--- src/rtl/conv_pkg.sv ---
// Shared widths, typedefs and index helpers for the streaming convolution engine.
package conv_pkg;

  localparam int DATA_W_DEF = 8;
  localparam int WGT_W_DEF  = 8;
  localparam int K_DIM_DEF  = 2;
  localparam int IMG_CH_DEF = 3;

  function automatic int acc_width(input int dw, input int ww, input int kd, input int ch);
    return dw + ww + $clog2(kd * kd * ch);
  endfunction

  // Flat kernel layout: tap (i, j, k) lives at ((i*K_DIM + j)*IMG_CH + k).
  function automatic int wgt_idx(input int i, input int j, input int k, input int kd, input int ch);
    return (i * kd + j) * ch + k;
  endfunction

  localparam int ACC_W_DEF = acc_width(DATA_W_DEF, WGT_W_DEF, K_DIM_DEF, IMG_CH_DEF);

  typedef logic [DATA_W_DEF-1:0] pix_t;
  typedef logic [WGT_W_DEF-1:0]  wgt_t;
  typedef logic [ACC_W_DEF-1:0]  acc_t;

endpackage

--- src/rtl/conv_out_fifo.sv ---
// Two-entry result FIFO; push and pop on a full FIFO in one cycle keeps the count.
module conv_out_fifo
  import conv_pkg::*;
#(
  parameter int W = ACC_W_DEF
) (
  input  logic         clk_i,
  input  logic         rst_ni,
  input  logic         push_i,
  input  logic [W-1:0] data_i,
  input  logic         pop_i,
  output logic [W-1:0] data_o,
  output logic         valid_o,
  output logic [1:0]   count_o
);

  logic [W-1:0] mem_q [2];
  logic         wr_q, rd_q;
  logic [1:0]   cnt_q, cnt_d;
  logic         do_push, do_pop;

  always_comb begin
    do_pop  = pop_i && (cnt_q != 2'd0);
    do_push = push_i && ((cnt_q != 2'd2) || do_pop);
    cnt_d   = cnt_q;
    case ({do_push, do_pop})
      2'b10:   cnt_d = cnt_q + 2'd1;
      2'b01:   cnt_d = cnt_q - 2'd1;
      default: cnt_d = cnt_q;
    endcase
  end

  always_ff @(posedge clk_i or negedge rst_ni) begin
    if (!rst_ni) begin
      mem_q[0] <= '0;
      mem_q[1] <= '0;
      wr_q     <= 1'b0;
      rd_q     <= 1'b0;
      cnt_q    <= 2'd0;
    end else begin
      if (do_push) begin
        mem_q[wr_q] <= data_i;
        wr_q        <= ~wr_q;
      end
      if (do_pop) rd_q <= ~rd_q;
      cnt_q <= cnt_d;
    end
  end

  assign valid_o = (cnt_q != 2'd0);
  assign data_o  = valid_o ? mem_q[rd_q] : '0;
  assign count_o = cnt_q;

endmodule

--- src/rtl/stream_conv_engine.sv ---
// Streaming 2-D convolution: K_DIM-row line buffer, single-cycle full-depth MAC,
// one MAC pipeline register and a 2-entry output FIFO with backpressure.
module stream_conv_engine
  import conv_pkg::*;
#(
  parameter int DATA_W  = 8,
  parameter int WGT_W   = 8,
  parameter int K_DIM   = 2,
  parameter int IMG_DIM = 4,
  parameter int IMG_CH  = 3,
  parameter int STRIDE  = 1,
  parameter int SIGNED  = 0,
  parameter int ACC_W   = acc_width(DATA_W, WGT_W, K_DIM, IMG_CH)
) (
  input  logic                              clk,
  input  logic                              rst,
  input  logic [DATA_W-1:0]                 in_pix,
  input  logic                              in_valid,
  output logic                              in_ready,
  input  logic [K_DIM*K_DIM*IMG_CH*WGT_W-1:0] weights,
  output logic [ACC_W-1:0]                  out_data,
  output logic                              out_valid,
  input  logic                              out_ready,
  output logic                              frame_done
);

  localparam int NTAP     = K_DIM * K_DIM * IMG_CH;
  localparam int OUT_DIM  = (IMG_DIM - K_DIM) / STRIDE + 1;
  localparam int LAST_POS = (OUT_DIM - 1) * STRIDE + K_DIM - 1;
  localparam int PW       = (IMG_DIM > 1) ? $clog2(IMG_DIM) : 1;
  localparam int CW       = (IMG_CH > 1) ? $clog2(IMG_CH) : 1;
  localparam int LB_N     = K_DIM * IMG_DIM * IMG_CH;
  localparam int LBAW     = (LB_N > 1) ? $clog2(LB_N) : 1;

  logic [CW-1:0]        ch_q, ch_d;
  logic [PW-1:0]        col_q, col_d, row_q, row_d;
  logic                 run_q;
  logic [DATA_W-1:0]    lb_q [LB_N];
  logic [NTAP*WGT_W-1:0] wgt_q, wgt_sel;
  logic [ACC_W-1:0]     mac_d, mac_p0_q;
  logic                 vld_p0_q, last_p0_q, frame_done_q;
  logic [1:0]           fifo_cnt;
  logic                 xfer, first_pix, fire, last_win;
  logic [LBAW-1:0]      wr_addr;
  logic [DATA_W-1:0]    mpx;
  logic [WGT_W-1:0]     mwv;

  function automatic logic [ACC_W-1:0] ext_pix(input logic [DATA_W-1:0] v);
    return (SIGNED != 0) ? {{(ACC_W-DATA_W){v[DATA_W-1]}}, v} : {{(ACC_W-DATA_W){1'b0}}, v};
  endfunction

  function automatic logic [ACC_W-1:0] ext_wgt(input logic [WGT_W-1:0] v);
    return (SIGNED != 0) ? {{(ACC_W-WGT_W){v[WGT_W-1]}}, v} : {{(ACC_W-WGT_W){1'b0}}, v};
  endfunction

  // At most two results may be in flight, so an accepted fire always finds FIFO room.
  assign in_ready  = run_q && ((int'(fifo_cnt) + int'(vld_p0_q)) < 2);
  assign xfer      = in_valid && in_ready;
  assign first_pix = (ch_q == '0) && (col_q == '0) && (row_q == '0);
  assign fire      = (int'(ch_q) == IMG_CH - 1)
                  && (int'(row_q) >= K_DIM - 1) && (int'(col_q) >= K_DIM - 1)
                  && (((int'(row_q) - K_DIM + 1) % STRIDE) == 0)
                  && (((int'(col_q) - K_DIM + 1) % STRIDE) == 0);
  assign last_win  = (int'(row_q) == LAST_POS) && (int'(col_q) == LAST_POS);
  assign wr_addr   = LBAW'(((int'(row_q) % K_DIM) * IMG_DIM + int'(col_q)) * IMG_CH + int'(ch_q));
  assign wgt_sel   = first_pix ? weights : wgt_q;

  always_comb begin
    ch_d  = ch_q;
    col_d = col_q;
    row_d = row_q;
    if (xfer) begin
      if (int'(ch_q) == IMG_CH - 1) begin
        ch_d = '0;
        if (int'(col_q) == IMG_DIM - 1) begin
          col_d = '0;
          row_d = (int'(row_q) == IMG_DIM - 1) ? '0 : row_q + 1'b1;
        end else begin
          col_d = col_q + 1'b1;
        end
      end else begin
        ch_d = ch_q + 1'b1;
      end
    end
  end

  // The newest sample of the window is still on in_pix; all others are in the line buffer.
  always_comb begin
    mac_d = '0;
    mpx   = '0;
    mwv   = '0;
    for (int i = 0; i < K_DIM; i++) begin
      for (int j = 0; j < K_DIM; j++) begin
        for (int k = 0; k < IMG_CH; k++) begin
          if (i == K_DIM - 1 && j == K_DIM - 1 && k == IMG_CH - 1) begin
            mpx = in_pix;
          end else begin
            mpx = lb_q[LBAW'(((((int'(row_q) + 1 + i) % K_DIM) * IMG_DIM)
                   + ((int'(col_q) - K_DIM + 1 + j + IMG_DIM) % IMG_DIM)) * IMG_CH + k)];
          end
          mwv   = wgt_sel[wgt_idx(i, j, k, K_DIM, IMG_CH)*WGT_W +: WGT_W];
          mac_d = mac_d + ext_pix(mpx) * ext_wgt(mwv);
        end
      end
    end
  end

  always_ff @(posedge clk or negedge rst) begin
    if (!rst) begin
      run_q        <= 1'b0;
      ch_q         <= '0;
      col_q        <= '0;
      row_q        <= '0;
      vld_p0_q     <= 1'b0;
      last_p0_q    <= 1'b0;
      mac_p0_q     <= '0;
      frame_done_q <= 1'b0;
    end else begin
      run_q        <= 1'b1;
      ch_q         <= ch_d;
      col_q        <= col_d;
      row_q        <= row_d;
      // ---- stage p0: MAC result registered, pushed into the FIFO on the next edge ----
      vld_p0_q     <= xfer && fire;
      last_p0_q    <= xfer && fire && last_win;
      if (xfer && fire) mac_p0_q <= mac_d;
      frame_done_q <= vld_p0_q && last_p0_q;
    end
  end

  always_ff @(posedge clk) begin
    if (xfer) lb_q[wr_addr] <= in_pix;
    if (xfer && first_pix) wgt_q <= weights;
  end

  // ---- stage p1: result FIFO ----
  conv_out_fifo #(.W(ACC_W)) u_fifo (
    .clk_i   (clk),
    .rst_ni  (rst),
    .push_i  (vld_p0_q),
    .data_i  (mac_p0_q),
    .pop_i   (out_valid && out_ready),
    .data_o  (out_data),
    .valid_o (out_valid),
    .count_o (fifo_cnt)
  );

  assign frame_done = frame_done_q;

endmodule

--- config.mk ---
export PLATFORM = sky130hd
export DESIGN_NAME = stream_conv_engine
export DESIGN_NICKNAME = d
export VERILOG_FILES = /design/src/rtl/conv_pkg.sv /design/src/rtl/conv_out_fifo.sv /design/src/rtl/stream_conv_engine.sv
export SDC_FILE = /design/constraint.sdc
export NUM_CORES = 2
export LEC_CHECK = 0
export ABC_AREA = 1
export CAP_MARGIN = 10
export CORE_ASPECT_RATIO = 1.4
export CORE_UTILIZATION = 59
export CTS_CLUSTER_SIZE = 30
export DETAILED_ROUTE_END_ITERATION = 6
export PLACE_DENSITY = 0.91
export SYNTH_ARGS = -nofsm -noshare
export SYNTH_HDL_FRONTEND = slang
export SYNTH_SLANG_ARGS = --single-unit
--- constraint.sdc ---
create_clock -name clk -period 11.7 [get_ports clk]
set_clock_uncertainty 0.05 [all_clocks]
set_input_delay 2.925 -clock clk [delete_from_list [all_inputs] [get_ports clk]]
set_output_delay 2.925 -clock clk [all_outputs]
set_load 0.005 [all_outputs]
Word-level counts from Yosys, hierarchy flattened
Memories as Yosys holds them, arrays and structs flattened.
Index checks and enable logic that the tools add are counted.
Widths: inputs -> output; s select.
{ "word_totals": {"ram_bits": 192, "out_inout_bits": 23, "latch_bits": 0, "regBits": 170, "input_bits": 108, "rom_bits": 0, "elab_cells": 128, "n_memories": 1} }
{ "mem_list": {"columns": ["name", "depth", "word_bits", "read_ports", "rd_clocked_by_memory_dff", "wr", "line_no", "rtl"], "rows": [
  ["lb_q", 24, 8, 11, 0, 1, "stream_conv_engine.sv:38", "logic [DATA_W-1:0] lb_q [LB_N];"]
]} }
{ "op_classes": {"eq_ne": 6, "addsub": 37, "n_lt_le_gt_ge": 6, "mux": 14, "reduce_logical": 25, "mul": 17, "div": 0, "n_shift": 0, "n_bitwise": 8} }
{ "ops": {"columns": ["op", "n"], "rows": [
  ["$mul 8x8->16", 12],
  ["$add 20x16->20", 7],
  ["$mux 20", 5],
  ["$mux 96", 1],
  ["$bwmux 40", 1],
  ["$add 19x16->20", 1],
  ["$add 4x3->5", 4],
  ["$add 5x2->5 const B", 4],
  ["$demux 20 s1", 1],
  ["$mul 5x3->5 const B", 4],
  ["$add 18x16->19", 1],
  ["$add 17x16->18", 1],
  ["$add 16x16->17", 1],
  ["$add 5x3->5 const B", 3],
  ["$logic_and 1x1->1", 15],
  ["$add 2x1->2 const B", 4],
  ["$add 5x4->6 const B", 1],
  ["$eq 2x1->1 const B", 3],
  ["$logic_not 2->1", 3],
  ["$mux 2", 3],
  ["$add 4x2->5 const B", 1],
  ["$add 4x4->5 const B", 1],
  ["$add 5x2->5", 1],
  ["$mul 4x2->5 const B", 1],
  ["other kinds (23)", 34]
]} }

Longest topological paths before layout
An unclocked memory read counts as a cell.
{ "logic_depth": {"depth_word": 21, "ltp_mapped": 55, "ltp_nobuf": 51} }

Modules after synthesis
A second synthesis with hierarchy kept.
{ "hier_totals": {"hier_cells": 6447, "area_unflattened_um2": 51859.7} }
{ "modules_own_cells": {"columns": ["mod", "cells_each", "seq_area_each_um2", "n_inst", "area_each_um2"], "rows": [
  ["stream_conv_engine", 6176, 9399.0, 1, 49667.6],
  ["conv_out_fifo", 271, 1101.1, 1, 2192.1]
]} }

Worst setup path before layout
OpenSTA, ideal clock, no wires.
{ "synth_path": {"path_kind": "reg-to-reg", "start": "register col_q[0]", "end": "register mac_p0_q[17]", "period_less_slack_ns": 11.096, "path_stages_with_launch": 53, "n_path_buf": 5, "arrival_time_ns": 10.929, "required_ns": 11.533, "setup_slack_ns": 0.604, "path_cell_list": "dfrtp_1 > buf_6 > inv_4 > buf_2 > buf_4 > ha_1 > inv_1 > ha_1 > nor2_1 > nand2_1 > ha_1 > ha_1 > ha_1 > inv_1 > fa_1 > clkbuf_1 > nand2_1 > nand2_1 > (+17 left out) > fa_1 > inv_1 > fa_1 > fa_1 > fa_1 > inv_1 > fa_1 > inv_1 > ha_1 > nand2_1 > inv_1 > nand3_1 > o21ai_0 > nand2_1 > nand2_1 > nand2_1 > nand3_1 > nand2_1"} }
{ "synth_via": {"elab_chain_cells": 21, "word_cells_on_any_way": 55, "cone_classes": "add/sub (27); mul (16); order compare (1); mux (1); bitwise (2); reduce/logical (7); memory (1)"} }
{ "synth_lines": {"columns": ["item", "line_no", "rtl"], "rows": [
  ["start: declaration", "stream_conv_engine.sv:36", "logic [PW-1:0] col_q, col_d, row_q, row_d;"],
  ["start signal: assignment", "stream_conv_engine.sv:121", "col_q <= col_d;"],
  ["$sub 2x2->3", null, null],
  ["$add 3x2->4", null, null],
  ["$add 4x4->5", "stream_conv_engine.sv:99", "+ ((int'(col_q) - K_DIM + 1 + j + IMG_DIM) % IMG_DIM)) * IMG_CH + k)];"],
  ["$reduce_or 2->1 (no source line)", null, null],
  ["$and 1x1->1 (no source line)", null, null],
  ["$add 4x3->5", "stream_conv_engine.sv:99", null],
  ["$mul 5x3->5", "stream_conv_engine.sv:99", null],
  ["$add 5x2->5", "stream_conv_engine.sv:99", null],
  ["$mem_v2 24x8", null, null],
  ["$mul 8x8->16", "stream_conv_engine.sv:102", "mac_d = mac_d + ext_pix(mpx) * ext_wgt(mwv);"],
  ["$add 16x16->17", "stream_conv_engine.sv:102", null],
  ["$add 17x16->18", "stream_conv_engine.sv:102", null],
  ["$add 18x16->19", "stream_conv_engine.sv:102", null],
  ["$add 19x16->20", "stream_conv_engine.sv:102", null],
  ["$add 20x16->20 (7 in series)", "stream_conv_engine.sv:102", null],
  ["end signal: assignment", "stream_conv_engine.sv:126", "if (xfer && fire) mac_p0_q <= mac_d;"],
  ["end: declaration", "stream_conv_engine.sv:40", "logic [ACC_W-1:0] mac_d, mac_p0_q;"]
]} }
Parallel ways exist; a longest one is shown, timed or not.
A chain may end at the register's enable or synchronous reset.

Worst setup path after layout
{ "layout_path": {"start": "register col_q[0]", "end": "register mac_p0_q[19]"} }
Same word-level chain as after synthesis.

==> flow_summary.html <==
<table>
<tr><th>Metric</th><th>Value</th></tr>
<tr><th colspan="2">Timing</th></tr>
<tr><td>Upper clock frequency limit</td><td>87.6 MHz</td></tr>
<tr><td>Minimum clock period after layout</td><td>~11 ns</td></tr>
<tr><td>Ratio of final minimum period to clock period</td><td>0.976</td></tr>
<tr><td>Final setup TNS</td><td>0 ns</td></tr>
<tr><td>Rel. slew slack</td><td>0.143</td></tr>
<tr><td>Worst Max-Slew Pin Slew</td><td>approximately 1.3 ns</td></tr>
<tr><td>Final setup violating endpoints</td><td>0</td></tr>
<tr><td>Final count of pins violating max slew</td><td>0</td></tr>
<tr><td>Final count of hold timing violations</td><td>0</td></tr>
<tr><th colspan="2">Route</th></tr>
<tr><td>Total wire length after detailed routing</td><td>around 210 mm</td></tr>
<tr><td>Number of search-and-repair iterations in the first detailed-routing pass</td><td>7</td></tr>
<tr><td>Antenna viol nets, final</td><td>0</td></tr>
<tr><td>Vias per cell</td><td>roughly 6</td></tr>
<tr><td>DRC marker count from the first detailed-route iteration</td><td>5513</td></tr>
<tr><td>Via count</td><td>roughly 47000</td></tr>
<tr><td>WL/cell</td><td>27.2 um</td></tr>
<tr><td>DRC</td><td>1</td></tr>
<tr><th colspan="2">CTS</th></tr>
<tr><td>Num CTS Buffers</td><td>37</td></tr>
<tr><td>Later-pin clock latency in the skew report</td><td>0.63 ns</td></tr>
<tr><td>Clock root buffer</td><td>sky130_fd_sc_hd__clkbuf_16</td></tr>
<tr><td>Clock slew at reported path FFs</td><td>around 0.070 ns</td></tr>
<tr><td>Number of buffers on the longest clock path</td><td>3</td></tr>
<tr><td>Clock sink total</td><td>362</td></tr>
<tr><td>TritonCTS clock tree</td><td>done</td></tr>
<tr><td>H-tree depth</td><td>2</td></tr>
<tr><th colspan="2">Floorplan</th></tr>
<tr><td>Number of ports placed on the die boundary</td><td>131</td></tr>
<tr><td>Chip width</td><td>251 um</td></tr>
<tr><td>Die Height</td><td>351 um</td></tr>
<tr><td>Core Rows</td><td>127</td></tr>
<tr><td>Effective utilization at floorplan</td><td>0.597</td></tr>
<tr><td>Die ar.</td><td>0.0881 sq mm</td></tr>
<tr><td>Core area</td><td>between 0.08 and 0.09 sq mm</td></tr>
<tr><th colspan="2">Synth</th></tr>
<tr><td>Synthesized netlist cell count</td><td>6397</td></tr>
<tr><td>Average instance area after synthesis</td><td>8.01 sq um</td></tr>
<tr><td>Sequential element share of the synthesized area</td><td>0.205</td></tr>
<tr><td>Share of Yosys cell area claimed by the top area cell type</td><td>0.288</td></tr>
<tr><td>Largest cells by area after synthesis</td><td>sky130_fd_sc_hd__fa_1 29%, sky130_fd_sc_hd__edfxtp_1 17%, sky130_fd_sc_hd__nand2_1 11%</td></tr>
<tr><td>Yosys warning count</td><td>0</td></tr>
<tr><td>EDFF count, synth</td><td>between 200 and 300</td></tr>
<tr><td>Post-synth net total</td><td>7621</td></tr>
<tr><td>Library cells used by synthesis</td><td>45</td></tr>
<tr><td>Area leader, netlist</td><td>sky130_fd_sc_hd__fa_1</td></tr>
<tr><td>Cell area after synthesis</td><td>0.0513 sq mm</td></tr>
<tr><td>Cell types with the highest counts after synthesis</td><td>1466 x sky130_fd_sc_hd__nand2_1, 1310 x sky130_fd_sc_hd__inv_1, 966 x sky130_fd_sc_hd__nand3_1, 738 x sky130_fd_sc_hd__fa_1, 378 x sky130_fd_sc_hd__ha_1</td></tr>
<tr><td>Most frequent cell after synthesis</td><td>sky130_fd_sc_hd__nand2_1</td></tr>
<tr><td>Predominant post-synthesis flop cell</td><td>sky130_fd_sc_hd__edfxtp_1</td></tr>
<tr><td>Flip-flop and latch count after synthesis</td><td>362</td></tr>
<tr><td>Asr flop ratio synth</td><td>0.204</td></tr>
<tr><th colspan="2">Finish</th></tr>
<tr><td>Fraction of final layout cells sized beyond drive strength 1</td><td>0.0798</td></tr>
<tr><td>Multi-input gate area</td><td>between 0.03 and 0.04 sq mm</td></tr>
<tr><td>Count of non-filler cells in the finished layout</td><td>a little under 8000</td></tr>
<tr><td>Layout Area Growth over Synthesis</td><td>12.4%</td></tr>
<tr><td>Register Area</td><td>0.0105 sq mm</td></tr>
<tr><td># fillers</td><td>7027</td></tr>
<tr><td>Total number of nets in the final design</td><td>around 8000</td></tr>
<tr><th colspan="2">Run</th></tr>
<tr><td>MaxCap Viol Count</td><td>0</td></tr>
<tr><th colspan="2">Place</th></tr>
<tr><td>DP Cell Count</td><td>7787</td></tr>
<tr><td>HPWL after detailed placement</td><td>180 mm</td></tr>
<tr><td>GPL Wtd Cong</td><td>approximately 1.1</td></tr>
<tr><td>Port Buffer Count</td><td>130</td></tr>
<tr><th colspan="2">Worst setup path</th></tr>
<tr><td>Critical-path cell with the highest stage delay</td><td>sky130_fd_sc_hd__fa_1</td></tr>
<tr><td>Critical Path Start Type</td><td>flip-flop</td></tr>
<tr><td>Worst setup path category</td><td>flip-flop to flip-flop</td></tr>
<tr><td>Largest fanout of any net on the critical path</td><td>8</td></tr>
<tr><td>Most used cell along the critical path</td><td>sky130_fd_sc_hd__fa_1</td></tr>
<tr><td>Endpoint kind of the worst setup timing path</td><td>flip-flop</td></tr>
<tr><td>Data arrival time of the worst path</td><td>11.86 ns</td></tr>
<tr><td>Critical path's largest stage delay</td><td>0.65 ns</td></tr>
<tr><td>WP data required</td><td>between 10 and 15 ns</td></tr>
<tr><th colspan="2">Global routing</th></tr>
<tr><td>Overall track demand over capacity in global routing</td><td>0.493</td></tr>
<tr><td>Wire length of the first global-routing pass</td><td>a little over 300 mm</td></tr>
<tr><td>Number of global-route vias before repair</td><td>47500</td></tr>
<tr><td>Antenna violations before repair</td><td>5</td></tr>
<tr><td>Largest net degree at the start of global routing</td><td>approximately 200</td></tr>
<tr><td>GRT overflow</td><td>0</td></tr>
<tr><th colspan="2">Outcome</th></tr>
<tr><td>Violations in the final reports</td><td>design-rule violations</td></tr>
<tr><td>Outcome</td><td>complete, but fails checks</td></tr>
<tr><th colspan="2">Hold path</th></tr>
<tr><td>Classification of the worst-slack hold path</td><td>flip-flop to flip-flop</td></tr>
</table>
## per-stage QoR
stage / instance area, sq um / util / setup slack [ns] / hold slack, ns
6_report: 57600 / 0.671 / 0.279 / 0.392
4_1_cts: 57500 / 0.670 / 0.215 / 0.394
5_1_grt: 57600 / 0.671 / -0.0142 / 0.428
3_3_place_gp: 56200 / 0.655 / 0.233 / 0.367
3_5_place_dp: 56200 / 0.655 / 0.165 / 0.380
2_1_floorplan: 51300 / - / 0.604 / 0.363
## placed cells by master (no fill, tap or decap), drive strengths merged
master and n:
clkinvlp 1, conb 1, a31oi 1, inv 1341, dfrtp 74, bufinv 3, nand4 4, nand3 981
clkinv 16, a21boi 11, o211ai 20, o21bai 2, edfxtp 288, mux2i 5, fa 738, and3 1
clkdlybuf4s50 129, clkbuf 44, and2 2, or2 5, ha 378, buf 359, mux2 5, o21a 4
a21oi 225, o21ai 256, nand2 1477, nor2 346, nand3b 6, nor3 4, diode 4, xor2 13
xnor2 17
## worst paths after layout
check	depth (start not counted)	start	slack, ns	end
min in group asynchronous	1	rst	2.42	row_q[1]$_DFFE_PN0P_
setup / recovery	48	col_q[0]$_DFFE_PN0P_	0.28	mac_p0_q[19]$_DFFE_PN0P_
max in group asynchronous	1	rst	8.46	col_q[0]$_DFFE_PN0P_
hold reg to reg	2	last_p0_q$_DFF_PN0_	0.39	frame_done$_DFF_PN0_
setup reg to reg	48	col_q[0]$_DFFE_PN0P_	0.28	mac_p0_q[19]$_DFFE_PN0P_
hold / removal	2	last_p0_q$_DFF_PN0_	0.39	frame_done$_DFF_PN0_
## repair_timing
item                       4_1_cts  5_1_grt
setup endpoints to repair        0       14
buffers inserted                 0        0
resized for setup                0       34
hold buffers                     0        0
## layout make-up
class                      instances  share of cell area
antenna                            4            0.000174
tap                             1096              0.0238
clock buffer                      44              0.0169
clock inverter                    22             0.00458
multi-input combinational       4502               0.606
inverter                        1339              0.0873
timing repair buffer             488              0.0787
sequential                       362               0.182
## cells by family after synthesis
family,Yosys count,share of synthesized area
simple gates,2826,0.234
buf+inv,1533,0.117
fa+ha+maj,1116,0.380
compound gates,519,0.0540
flops,362,0.205
xor+xnor,30,0.00681
mux,10,0.00207
other cells,1,0.0000732
## flip-flops by register name (all words and copies together) (netlist names)
name,cells
last_p0_q,1
u_fifo.rd_q,1
u_fifo.wr_q,1
u_fifo.mem_q,40
u_fifo.count_o,2
vld_p0_q,1
run_q,1
wgt_q,96
mac_p0_q,20
col_q,2
lb_q,192
ch_q,2
frame_done,1
row_q,2
## layer usage
metal,global-route usage,share of wire,up-vias
met5,0,0.00018,-
met1,0.546,0.33,22700
met3,0.120,0.10,916
met4,0.496,0.13,6
met2,0.767,0.44,2945
li1,-,-,20600
## worst max-delay path, delay by kind of cell (launching register included)
kind                     cells  cell delay (ns)
adder cells (fa/ha/maj)     18             7.58
buffers and inverters       15             1.52
AND/OR/NAND/NOR             12             1.16
flip-flops                   1             0.50
AO/OA/AOI/OAI                2             0.25
XOR/XNOR                     1             0.18
Power is not shown: default switching activity piles up to over one toggle a cycle in this logic, so the estimate is an artifact.
